--- src/rtl/counter_ctrl.sv ---
// counter_ctrl: debounced button sequencer driving an 8-bit up/down counter.
// Ports: clk, rst (sync, active-high); btn_run/step/dir/sel raw buttons;
//        s0 dir (1=up), s1 hold (0=count), s2 display select,
//        cnt_en count pulse (= ~s1), state (00 STOP, 01 RUN, 10 STEP).
module counter_ctrl #(
   parameter int TICK_DIV = 25_000_000,
   parameter int DEB_CNT  = 250_000
) (
   input  logic       clk,
   input  logic       rst,
   input  logic       btn_run,
   input  logic       btn_step,
   input  logic       btn_dir,
   input  logic       btn_sel,
   output logic       s0,
   output logic       s1,
   output logic       s2,
   output logic       cnt_en,
   output logic [1:0] state
);

   localparam int DW = $clog2(DEB_CNT + 1);
   localparam int TW = (TICK_DIV > 1) ? $clog2(TICK_DIV) : 1;
   localparam logic [DW-1:0] DEB_MAX = DW'(DEB_CNT);
   localparam logic [TW-1:0] DIV_MAX = TW'(TICK_DIV - 1);

   typedef enum logic [1:0] {
      ST_STOP = 2'b00,
      ST_RUN  = 2'b01,
      ST_STEP = 2'b10
   } state_t;

   // Bit order for all per-button vectors: {sel, dir, step, run}
   logic [3:0]    btn_raw;
   logic [3:0]    sync1_q, sync2_q;
   logic [3:0]    stable_q, stable_d;
   logic [3:0]    prev_q;
   logic [3:0]    press_q, press_d;
   logic [DW-1:0] deb_q [4];
   logic [DW-1:0] deb_d [4];

   state_t        state_q, state_d;
   logic [TW-1:0] div_q, div_d;
   logic          cnt_en_q, cnt_en_d;
   logic          dir_q, dir_d;
   logic          sel_q, sel_d;

   logic          press_run, press_step, press_dir, press_sel;

   assign btn_raw = {btn_sel, btn_dir, btn_step, btn_run};

   // The mismatch counter is allowed to hold DEB_CNT; the stable level
   // flips on the next mismatching sample after that.
   always_comb begin
      stable_d = stable_q;
      for (int i = 0; i < 4; i++) begin
         deb_d[i] = '0;
         if (sync2_q[i] != stable_q[i]) begin
            if (deb_q[i] == DEB_MAX) begin
               stable_d[i] = sync2_q[i];
            end else begin
               deb_d[i] = deb_q[i] + 1'b1;
            end
         end
      end
      press_d = stable_q & ~prev_q;
   end

   assign press_run  = press_q[0];
   assign press_step = press_q[1];
   assign press_dir  = press_q[2];
   assign press_sel  = press_q[3];

   always_comb begin
      state_d = state_q;
      div_d   = '0;
      dir_d   = dir_q ^ press_dir;
      sel_d   = sel_q ^ press_sel;
      unique case (state_q)
         ST_STOP: begin
            if (press_run) begin
               state_d = ST_RUN;
            end else if (press_step) begin
               state_d = ST_STEP;
            end
         end
         ST_RUN: begin
            if (press_run) begin
               state_d = ST_STOP;
            end else if (div_q != DIV_MAX) begin
               div_d = div_q + 1'b1;
            end
         end
         ST_STEP: state_d = ST_STOP;
         default: state_d = ST_STOP;
      endcase
      // A run press on the tick cycle stops without a final step.
      cnt_en_d = (state_d == ST_STEP) ||
                 ((state_q == ST_RUN) && (div_q == DIV_MAX) && !press_run);
   end

   always_ff @(posedge clk) begin
      if (rst) begin
         sync1_q  <= '0;
         sync2_q  <= '0;
         stable_q <= '0;
         prev_q   <= '0;
         press_q  <= '0;
         for (int i = 0; i < 4; i++) begin
            deb_q[i] <= '0;
         end
         state_q  <= ST_STOP;
         div_q    <= '0;
         cnt_en_q <= 1'b0;
         dir_q    <= 1'b1;
         sel_q    <= 1'b0;
      end else begin
         sync1_q  <= btn_raw;
         sync2_q  <= sync1_q;
         stable_q <= stable_d;
         prev_q   <= stable_q;
         press_q  <= press_d;
         for (int i = 0; i < 4; i++) begin
            deb_q[i] <= deb_d[i];
         end
         state_q  <= state_d;
         div_q    <= div_d;
         cnt_en_q <= cnt_en_d;
         dir_q    <= dir_d;
         sel_q    <= sel_d;
      end
   end

   assign s0     = dir_q;
   assign s1     = ~cnt_en_q;
   assign s2     = sel_q;
   assign cnt_en = cnt_en_q;
   assign state  = state_q;

endmodule

--- config.mk ---
export PLATFORM = sky130hd
export DESIGN_NAME = counter_ctrl
export DESIGN_NICKNAME = d
export VERILOG_FILES = /design/src/rtl/counter_ctrl.sv
export SDC_FILE = /design/constraint.sdc
export NUM_CORES = 1
export LEC_CHECK = 0
export ABC_AREA = 0
export CELL_PAD_IN_SITES_DETAIL_PLACEMENT = 0
export CELL_PAD_IN_SITES_GLOBAL_PLACEMENT = 1
export CORE_MARGIN = 5
export CORE_UTILIZATION = 43
export CTS_CLUSTER_SIZE = 20
export DETAILED_ROUTE_END_ITERATION = 12
export PLACE_DENSITY_LB_ADDON = 0.1
export SYNTH_ARGS = -nofsm -noshare
export SYNTH_HDL_FRONTEND = slang
export SYNTH_SLANG_ARGS = --single-unit
--- constraint.sdc ---
create_clock -name clk -period 1.7 [get_ports clk]
set_input_delay 0.255 -clock clk [delete_from_list [all_inputs] [get_ports clk]]
set_output_delay 0.255 -clock clk [all_outputs]
set_load 0.01 [all_outputs]
# == Word level (Yosys, flattened, before mapping) ==
# Memories as Yosys holds them, arrays and structs flattened.
# Cells that the tools add are included.
# totals
regBits,50
mem_bits_rw,72
inputBits,6
out_inout_bits,6
word_cells,71
memories,1
# mem_list
name,depth,width,read_ports,rd_ports_with_merged_regs,wr,line,rtl
deb_q,4,18,4,0,4,39,logic [DW-1:0] deb_q [4];
# op_classes
addsub,5
n_eq_ne,12
mux,19
n_bitwise,11
reduce_logical,10
# ops
op,count
$mux 18,12
$add 18x1->18 const B,4
$eq 18x18->1 const B,4
$add 25x1->25 const B,1
$eq 25x25->1 const B,1
$ne 25x25->1 const B,1
$reduce_and 2->1,4
$mux 2,3
$and 4x4->4,1
$ne 1x1->1,4
$not 4->4,1
$or 1x1->1,4
$pmux 2 s2,1
$reduce_or 4->1,1
$mux 1,3
$not 1->1,3
$eq 2x1->1 const B,1
$eq 2x2->1 const B,1
$logic_and 1x1->1,2
$logic_not 2->1,1
$xor 1x1->1,2
$logic_not 1->1,1
$logic_or 1x1->1,1

# == Depth between registers and ports, before layout ==
# Gate-level depths: netlist (run 1).
# logic_depth
depth_word,5
mapped_depth,7
mapped_depth_nobuf,6

# == Least setup slack after synthesis (run 1) ==
# Ideal clock, no wire load.
# synth_timing
kind,register -> register
start,register div_q[0]
end,register div_q[24]
setup_ps,70
arrival_ps,1749
t_required_ps,1630
path_slack_ps,-119
stages_incl_launch_ff,7
path_buffers,1
synth_period_minus_slack_ps,1819
cell_sequence,dfxtp_1 -> ha_1 -> nand3_1 -> or3_1 -> buf_2 -> or4_1 -> a21oi_1
# synth_between
elab_chain_len,3
elab_cells_between_ends,4
classes_between,1 x add/sub; 1 x eq/ne; 1 x bitwise; 1 x reduce/logical
# synth_lines
element,line,rtl
start: declaration,43,"logic [TW-1:0] div_q, div_d;"
start signal: assignment,127,div_q <= div_d;
branches (longest 3 deep; another with $add 25x1->25),-,
# Several ways; the timed one is not identified.
# A chain may end at the register's enable or synchronous reset.

==> results of run 1 <==
## flip-flops by register name (all words and copies together) (netlist names)
| signal | flops |
|---|---|
| state | 2 |
| sync1_q | 4 |
| prev_q | 4 |
| stable_q | 4 |
| deb_q | 72 |
| press_q | 4 |
| div_q | 25 |
| s0 | 1 |
| cnt_en | 1 |
| s2 | 1 |
| sync2_q | 4 |
## area by class of cell
cell class              count  share of cell area, %
multi-input cells         432                   40.4
flip-flops and latches    122                   33.9
repair buffers            108                   12.5
clock buffers              20                   6.40
well taps                 168                   2.88
clock inverters            12                   2.66
inverters                  25                   1.29
## metal layers
layer	global-route usage (%)	share of wire [%]
met5	0	0
met4	7.49	1.6
met3	4.99	3.1
met2	25.7	47
met1	20.5	48
## through the flow
stage | total power [W] | utilization, % | area, µm² | instances
final | 0.00694 | 60.2 | 7290 | 887
after global routing | 0.00716 | 60.2 | 7290 | 887
after CTS | 0.00703 | 58.0 | 7030 | 879
after detailed placement | 0.00302 | 52.0 | 6300 | 844
after global placement | 0.00301 | 52.0 | 6300 | 844
after floorplan | 0.00298 | - | 5400 | 597
## power breakdown
part           leakage (nW)  switching (W)  internal (W)
combinational          1.11      0.0000403     0.0000402
sequential            0.994     0.00000629       0.00287
clock                 0.322        0.00127       0.00271
total                  2.42        0.00132       0.00562
## cell usage after synthesis (3+ instances only)
cell      number
dfxtp_1      122
nor2_1        84
xnor2_1       46
nand3_1       40
a21oi_1       25
inv_1         25
nand2_1       25
xor2_1        24
nand4_1       22
nor3_1        19
or3_1         18
nor2b_1       16
nor4_1        15
or4_1         13
clkbuf_1      12
o21ai_0       11
o31ai_1       11
ha_1           9
and4_1         8
and3_1         6
nor4b_1        5
nand4b_1       4
buf_4          3
nand3b_1       3
o21a_1         3
o21ai_4        3
## logic make-up after synthesis
family | synth area share (%)
buffers and inverters | 3.42
AND/OR/NAND/NOR | 29.7
adder cells (fa/ha/maj) | 2.11
XOR/XNOR | 11.5
AO/OA/AOI/OAI | 7.61
flip-flops | 45.7
## repair_timing
item	4_1_cts	5_1_grt
hold buffers	0	0
gates resized for setup	15	58
pin swaps	6	17
cloned	2	0
endpoints found under the setup margin	70	84
setup buffers	1	9
## worst max path at each step
stage                                 start                      end  cells after the start
finish              deb_q[1][13]$_SDFF_PP0_  deb_q[1][16]$_SDFF_PP0_                      5
detailed placement      div_q[1]$_SDFF_PP0_     div_q[24]$_SDFF_PP0_                      5
global placement    deb_q[3][11]$_SDFF_PP0_  deb_q[3][11]$_SDFF_PP0_                      5
CTS                 deb_q[3][11]$_SDFF_PP0_  deb_q[3][17]$_SDFF_PP0_                      5
floorplan            deb_q[3][6]$_SDFF_PP0_   deb_q[3][6]$_SDFF_PP0_                      5
global route         deb_q[3][6]$_SDFF_PP0_  deb_q[3][17]$_SDFF_PP0_                      5
==> flow_metrics.env, run 1 <==
export IMPL_run_status="finished, violations left"
export IMPL_violations="negative setup slack"
export IMPL_ys_seq_area_share_pct=45.7
export IMPL_htreeDepth=4
export IMPL_multi_input_area_mm2=0.00295
export IMPL_die_area_mm2=0.0148
export IMPL_r2r_setup_slack_ps=-40
export IMPL_drc=0
export IMPL_worstPathCellList="or4_1, or3_4, o21ai_4, buf_6, a21oi_1"
export IMPL_slew_headroom_pct=74.0
export IMPL_antenna_found_initial=0
export IMPL_report_final_slew_viol_count=0
export IMPL_fin_crit_sh_pct=103
export IMPL_synth_distinct_cells=46
export IMPL_nets=721
export IMPL_fillers=1070
export IMPL_vias_per_cell=5.07
export IMPL_yosys_warnings=0
export IMPL_root_buffer="clkbuf_16"
export IMPL_clock_sinks=122
export IMPL_finalSetupTns_ps=-1570
export IMPL_syn_nets=612
export IMPL_rsz0062_at_grt="true"
export IMPL_synth_ff_type="dfxtp_1"
export IMPL_arrival_ps=2040
export IMPL_place_hpwl_mm=7.80
export IMPL_fmax_ghz=0.573
export IMPL_drtIter0Drc=325
export IMPL_worst_slew_pin_transition_ps=386
export IMPL_track_usage_pct=16.3
export IMPL_min_delay_start="prev_q[1]$_SDFF_PP0_"
export IMPL_postRouteAntennaNets=0
export IMPL_crit_path_max_fanout=6
export IMPL_dr_total_vias=4498
export IMPL_end_kind="register"
export IMPL_tritoncts="built"
export IMPL_critPathTopFamily="simple AND/OR/NAND/NOR gates"
export IMPL_grt_max_degree=24
export IMPL_synth_edf_count=0
export IMPL_synth_top_cell_by_area="dfxtp_1"
export IMPL_critical_path_class="register to register"
export IMPL_synthArstFlopShare_pct=0
export IMPL_peakVddDrop_mv=0.778
export IMPL_rr_startpoint="deb_q[1][13]$_SDFF_PP0_"
export IMPL_setup_viol=55
export IMPL_cellPowerDensity_mw_per_mm2=951
export IMPL_clk_path_buf_depth=2
export IMPL_die_height_um=121
export IMPL_gp_congestion=0.790
export IMPL_layout_drive_gt1_share_pct=28.8
export IMPL_port_buffers=11
export IMPL_die_x_um=121
export IMPL_n_antenna_cell=0
export IMPL_start_kind="register"
export IMPL_max_cap_violations=0
export IMPL_place_ws_ps=-57.0
export IMPL_crit_path_top_delay_cell="or4_1"
export IMPL_r2r_end="deb_q[1][16]$_SDFF_PP0_"
export IMPL_final_cell_mix="dfxtp_1, buf_4, nor2_1"
export IMPL_worstPathRequired_ps=1990
export IMPL_grt_pass1_vias=4307
export IMPL_hold_violations=0
export IMPL_rows=40
export IMPL_fin_ws_ps=-43.9
export IMPL_synth_avg_cell_area_um2=8.95
export IMPL_syn_cell_area_mm2=0.00534
export IMPL_start_util_pct=44.1
export IMPL_fin_worst_skew_ps=5.24
export IMPL_wl_per_cell_um=12.9
export IMPL_clk_latency_ps=420
export IMPL_final_common_cell="dfxtp_1"
export IMPL_cellLeakagePower_nw=2.42
export IMPL_holdPathStages=1
export IMPL_core_area_mm2=0.0121
export IMPL_synth_top_area_share_pct=45.7
export IMPL_clkSlewWorstSetupHoldPaths_ps=50
export IMPL_grt_pass1_wl_mm=19.4
export IMPL_synthCells=597
export IMPL_ys_top_cells_by_area="dfxtp_1, xnor2_1, nor2_1"
export IMPL_slowest_delay_ps=500
export IMPL_register_area_mm2=0.00247
export IMPL_synthToLayoutAreaGrowth_pct=36.4
export IMPL_routed_wl_mm=11.4
export IMPL_min_to="press_q[1]$_SDFF_PP0_"
export IMPL_pin_count=12
export IMPL_fin_hold_ws_ps=380
export IMPL_rr_worst_depth=5
export IMPL_overflow=0
export IMPL_hold_class="register to register"
export IMPL_fin_crit_ps=1740
export IMPL_firstDrtPassIters=5
export IMPL_synth_seq_cells=122
export IMPL_cts_inserted_buffers=17
export IMPL_cp_num_buf_inv=1
(Power assumes the default switching activity.)
==> run 2, diff against run 1 <==
--- a/config.mk
+++ b/config.mk
@@ -9,9 +9,10 @@
 export CELL_PAD_IN_SITES_DETAIL_PLACEMENT = 0
 export CELL_PAD_IN_SITES_GLOBAL_PLACEMENT = 1
 export CORE_MARGIN = 5
-export CORE_UTILIZATION = 43
-export CTS_CLUSTER_SIZE = 20
+export CORE_UTILIZATION = 44
+export CTS_CLUSTER_SIZE = 40
 export DETAILED_ROUTE_END_ITERATION = 12
+export DONT_BUFFER_PORTS = 1
 export PLACE_DENSITY_LB_ADDON = 0.1
 export SYNTH_ARGS = -nofsm -noshare
 export SYNTH_HDL_FRONTEND = slang
==> run 2 against run 1 <==
Cell count down 4.7%. Worst setup slack worse by 7.6 ps. The flow still finishes with violations (negative setup slack). Largest power group unchanged. Critical path type unchanged. Utilization down 1.7 points. Highest routed layer unchanged. Sequential share of layout area up 1.4 points.
==> flow_metrics.env, run 2 (synthesis gave the netlist of run 1 again) <==
export IMPL_fin_ws_ps=-51.5
export IMPL_clock_sinks=122
export IMPL_end_kind="register"
export IMPL_die_area_mm2=0.0144
export IMPL_core_area_mm2=0.0120
export IMPL_peakVddDrop_mv=0.870
export IMPL_root_buffer="clkbuf_16"
export IMPL_start_kind="register"
export IMPL_dp_cells=803
export IMPL_cts_inserted_buffers=17
export IMPL_crit_path_max_fanout=18
export IMPL_critPathTopFamily="simple AND/OR/NAND/NOR gates"
export IMPL_pin_count=12
export IMPL_nets=700
export IMPL_start_util_pct=44.7
export IMPL_grt_pass1_wl_mm=18.6
export IMPL_max_cap_violations=0
export IMPL_violations="negative setup slack"
export IMPL_cellLeakagePower_nw=2.31
export IMPL_setup_viol=57
export IMPL_clkSlewWorstSetupHoldPaths_ps=60
export IMPL_port_buffers=0
export IMPL_fin_util_pct=58.4
export IMPL_fin_worst_skew_ps=7.81
export IMPL_final_cell_mix="dfxtp_1, nor2_1, buf_4"
export IMPL_wl_per_cell_um=13.1
export IMPL_final_common_cell="dfxtp_1"
export IMPL_finalSetupTns_ps=-1700
export IMPL_largest_register="deb_q"
export IMPL_cellPowerDensity_mw_per_mm2=957
export IMPL_vias_per_cell=5.19
export IMPL_worstPathCellList="or4b_1, or3_4, o21ai_4, buf_12, a21oi_1"
export IMPL_worstPathRequired_ps=1990
export IMPL_layout_drive_gt1_share_pct=23.6
export IMPL_worst_slew_pin_transition_ps=895
export IMPL_place_hpwl_mm=7.42
export IMPL_largest_reg_flops=72
export IMPL_slew_headroom_pct=40.1
export IMPL_layout_cells_non_filler=845
export IMPL_synthToLayoutAreaGrowth_pct=30.8
export IMPL_critical_path_class="register to register"
export IMPL_crit_path_top_delay_cell="or4b_1"
export IMPL_routed_wl_mm=11.1
export IMPL_overflow=0
export IMPL_fin_crit_ps=1750
export IMPL_dr_total_vias=4384
export IMPL_htreeDepth=4
export IMPL_grt_max_degree=20
export IMPL_clk_latency_ps=410
export IMPL_fillers=1080
export IMPL_reg_top3="deb_q x72, div_q x25"
export IMPL_cp_num_buf_inv=1
export IMPL_rows=40
export IMPL_n_antenna_cell=0
export IMPL_fin_crit_sh_pct=103
export IMPL_gp_congestion=0.802
export IMPL_drc=0
export IMPL_track_usage_pct=15.8
export IMPL_run_status="finished, violations left"
export IMPL_clk_path_buf_depth=2
export IMPL_antenna_found_initial=0
export IMPL_die_x_um=120
export IMPL_hold_class="input port to register"
export IMPL_arrival_ps=2040
export IMPL_die_height_um=120
export IMPL_hold_violations=0
export IMPL_firstDrtPassIters=4
export IMPL_place_ws_ps=-92.6
export IMPL_rsz0062_at_grt="true"
export IMPL_fmax_ghz=0.571
export IMPL_tritoncts="built"
export IMPL_report_final_slew_viol_count=0
export IMPL_postRouteAntennaNets=0
export IMPL_grt_pass1_vias=4092
export IMPL_drtIter0Drc=303
export IMPL_slowest_delay_ps=510
## run 2: changes by cell type in the layout (fill, tap and decap cells not counted), moves of 3 or more
cell	before	now
dfxtp_1	103	106
clkbuf_8	3	6
nor2_1	75	83
clkdlybuf4s50_1	11	0
a21oi_2	13	3
nor2_2	8	1
buf_6	9	5
buf_4	85	72
a21oi_1	12	21
dlygate4sd3_1	0	5
## run 2: final cells by class
cell class              instances  area (µm²)  area share (%)
clock buffers                  25         515            7.37
multi-input cells             433        2900            41.5
clock inverters                 7         110            1.58
flip-flops and latches        122        2460            35.2
inverters                      25        93.8            1.34
well taps                     147         184            2.63
repair buffers                 86         727            10.4
## run 2: final timing paths
kind / from / to / slack (ps) / cells past startpoint
worst max register to register: deb_q[3][11]$_SDFF_PP0_ / deb_q[3][16]$_SDFF_PP0_ / -50 / 5
worst min-delay path: rst / state[1]$_SDFF_PP0_ / 100 / 2
worst min register to register: prev_q[3]$_SDFF_PP0_ / press_q[3]$_SDFF_PP0_ / 380 / 1
worst max-delay path: deb_q[3][11]$_SDFF_PP0_ / deb_q[3][16]$_SDFF_PP0_ / -50 / 5
## run 2: worst reg2reg max path, delay by kind of cell, from the launching register on
kind                   cells  cell delay, ps
AO/OA/AOI/OAI              2             240
buffers and inverters      1             160
flip-flops                 1             310
AND/OR/NAND/NOR            2             920
## run 2: timing repair
action,CTS,global route
gates resized for setup,5,41
gates cloned,0,3
buffers inserted,0,2
hold buffers,5,0
endpoints found under the setup margin,62,84
pin swaps,0,12
hold endpoints to repair,19,0
## run 2: per-layer routing
layer	vias to the layer above	global-route usage (%)	share of wire [%]
met5	-	0	0
li1	2276	-	-
met3	16	4.54	3.1
met4	0	6.87	1.8
met2	52	23.8	43
met1	2040	21.2	52
## run 2: report_power, final
part	internal [W]	switching (W)
clock	0.00253	0.00122
sequential	0.00287	0.00000679
combinational	0.0000323	0.0000354
total	0.00543	0.00126
## run 2: through the flow
step / hold WS, ps / instance area (µm²) / total power [W]
after global placement: 332 / 6110 / 0.00299
after detailed placement: 332 / 6110 / 0.00299
final: 98.0 / 6990 / 0.00669
after CTS: 84.0 / 6800 / 0.00676
after floorplan: 367 / 5400 / 0.00298
after global routing: 100 / 6990 / 0.00690
==> run 3, diff against run 2 <==
--- a/config.mk
+++ b/config.mk
@@ -8,11 +8,13 @@
 export ABC_AREA = 0
 export CELL_PAD_IN_SITES_DETAIL_PLACEMENT = 0
 export CELL_PAD_IN_SITES_GLOBAL_PLACEMENT = 1
+export CORE_ASPECT_RATIO = 0.9
 export CORE_MARGIN = 5
 export CORE_UTILIZATION = 44
 export CTS_CLUSTER_SIZE = 40
 export DETAILED_ROUTE_END_ITERATION = 12
 export DONT_BUFFER_PORTS = 1
+export HOLD_SLACK_MARGIN = 0.05
 export PLACE_DENSITY_LB_ADDON = 0.1
 export SYNTH_ARGS = -nofsm -noshare
 export SYNTH_HDL_FRONTEND = slang
==> run 3 against run 2 <==
Register-to-register slack barely moved. Highest routed layer unchanged. The run still ends with negative setup slack left. Utilization fell by 0.37 points. Critical path type unchanged. Critical endpoint is now deb_q[1][13]$_SDFF_PP0_. Via count rose by 1.3%. First-iteration DRC count fell by 24%. Flip-flop and latch count did not move. Design area fell by 0.47%. Combinational power barely moved. Sequential power barely moved.
==> flow_metrics.env, run 3 (synthesis gave the netlist of run 1 again) <==
export IMPL_run_status="finished, violations left"
export IMPL_violations="negative setup slack"
export IMPL_fin_hold_ws_ps=108
export IMPL_drc=0
export IMPL_multi_input_area_mm2=0.00284
export IMPL_layout_drive_gt1_share_pct=22.8
export IMPL_final_common_cell="dfxtp_1"
export IMPL_hold_violations=0
export IMPL_overflow=0
export IMPL_track_usage_pct=16.4
export IMPL_slew_headroom_pct=39.9
export IMPL_fin_crit_ps=1760
export IMPL_place_area_mm2=0.00610
export IMPL_reg_top3="deb_q x72, div_q x25"
export IMPL_synthToLayoutAreaGrowth_pct=30.2
export IMPL_grt_pass1_wl_mm=19.5
export IMPL_fin_area_mm2=0.00696
export IMPL_rows=38
export IMPL_firstDrtPassIters=7
export IMPL_r2r_end="deb_q[1][13]$_SDFF_PP0_"
export IMPL_gp_congestion=0.794
export IMPL_root_buffer="clkbuf_16"
export IMPL_port_buffers=0
export IMPL_highest_layer="met4"
export IMPL_route_met2_wl_mm=5.17
export IMPL_postRouteAntennaNets=0
export IMPL_clkSlewWorstSetupHoldPaths_ps=60
export IMPL_largest_register="deb_q"
export IMPL_hold_class="input port to register"
export IMPL_max_cap_violations=0
export IMPL_worstPathRequired_ps=2000
export IMPL_routed_wl_mm=11.1
export IMPL_cellPowerDensity_mw_per_mm2=1000
export IMPL_fin_worst_skew_ps=6.19
export IMPL_antenna_found_initial=0
export IMPL_die_area_mm2=0.0144
export IMPL_min_to="state[1]$_SDFF_PP0_"
export IMPL_report_final_slew_viol_count=0
export IMPL_min_delay_start="rst"
export IMPL_vias_per_cell=5.19
export IMPL_rr_worst_depth=5
export IMPL_cts_inserted_buffers=17
export IMPL_clk_path_buf_depth=2
export IMPL_fin_ws_ps=-57.0
export IMPL_end_kind="register"
export IMPL_worst_slew_pin_transition_ps=898
export IMPL_die_x_um=126
export IMPL_wl_met1_mm=5.45
export IMPL_pin_count=12
export IMPL_grt_max_degree=20
export IMPL_wl_per_cell_um=12.9
export IMPL_fmax_ghz=0.569
export IMPL_dp_cells=816
export IMPL_tritoncts="built"
export IMPL_rr_startpoint="deb_q[1][13]$_SDFF_PP0_"
export IMPL_rsz0062_at_grt="true"
export IMPL_arrival_ps=2060
export IMPL_place_hpwl_mm=7.60
export IMPL_final_cell_mix="dfxtp_1, nor2_1, buf_4"
export IMPL_clk_latency_ps=410
export IMPL_htreeDepth=4
export IMPL_crit_path_max_fanout=9
export IMPL_grt_pass1_vias=4264
export IMPL_largest_reg_flops=72
export IMPL_die_height_um=115
export IMPL_core_area_mm2=0.0120
export IMPL_cellLeakagePower_nw=2.29
export IMPL_peakVddDrop_mv=0.763
export IMPL_register_area_mm2=0.00246
export IMPL_r2r_setup_slack_ps=-60
export IMPL_n_antenna_cell=0
export IMPL_setup_viol=55
export IMPL_fillers=1076
export IMPL_drtIter0Drc=231
export IMPL_holdPathStages=2
export IMPL_start_kind="register"
export IMPL_layout_cells_non_filler=856
export IMPL_fin_crit_sh_pct=103
export IMPL_dr_total_vias=4443
export IMPL_wl_met3_um=300
export IMPL_critical_path_class="register to register"
export IMPL_nets=698
export IMPL_start_util_pct=44.6
export IMPL_clock_sinks=122
[run 3: cell count changes in the layout (fill, tap and decap cells not counted), sizes merged]
| cell | before | now |
|---|---|---|
| clkbuf | 25 | 21 |
| bufinv | 3 | 5 |
| buf | 81 | 80 |
| clkinv | 4 | 5 |
| clkinvlp | 0 | 1 |
| or3 | 19 | 18 |
[run 3: per-layer routing]
layer	global-route usage, %	up-vias
met1	20.8	2112
met4	6.43	0
met3	4.01	12
met2	26.9	52
met5	0	-
li1	-	2267
[run 3: how the worst max path moves through the flow]
stage / slack, ps / startpoint / cells after the start / end
floorplan: -60 / deb_q[3][6]$_SDFF_PP0_ / 5 / deb_q[3][6]$_SDFF_PP0_
CTS: -50 / deb_q[3][11]$_SDFF_PP0_ / 5 / deb_q[3][11]$_SDFF_PP0_
global placement: -70 / div_q[0]$_SDFF_PP0_ / 5 / div_q[24]$_SDFF_PP0_
global route: -110 / deb_q[0][13]$_SDFF_PP0_ / 5 / deb_q[0][15]$_SDFF_PP0_
detailed placement: -70 / div_q[0]$_SDFF_PP0_ / 5 / div_q[24]$_SDFF_PP0_
finish: -60 / deb_q[1][13]$_SDFF_PP0_ / 5 / deb_q[1][13]$_SDFF_PP0_
[run 3: final cells by class]
cell class	count	share of cell area (%)
Sequential cell	122	35.4
Timing Repair Buffer	85	9.98
Inverter	25	1.35
Clock buffer	21	6.91
Clock inverter	11	2.73
Multi-Input combinational cell	432	40.8
Tap cell	160	2.88
[run 3: repair_timing]
item	CTS	global route
gates resized for setup	9	25
pin swaps	1	7
setup buffers	0	2
hold buffers	5	0
endpoints found under the setup margin	60	78
gates cloned	1	0
hold endpoints to repair	21	0
[run 3: through the flow]
step / setup slack (ps) / TNS [ps] / total power [W] / utilization [%]
2_1_floorplan: -62.0 / -1750 / 0.00298 / -
3_3_place_gp: -73.1 / -471 / 0.00299 / 50.9
3_5_place_dp: -72.0 / -1360 / 0.00299 / 50.9
4_1_cts: -46.9 / -1710 / 0.00707 / 57.2
5_1_grt: -113 / -4960 / 0.00721 / 58.1
6_report: -57.0 / -1600 / 0.00699 / 58.1
[run 3: where the power goes]
| part | internal, W | switching [W] |
|---|---|---|
| registers | 0.00287 | 0.00000728 |
| clock network | 0.00275 | 0.00129 |
| logic | 0.0000323 | 0.0000357 |
[run 3: worst max-delay path: stages, from the launching register on]
cell,delay (ps)
dfxtp_2,320
or4_4,510
or3_4,400
o21ai_4,200
buf_6,170
nor2_1,50
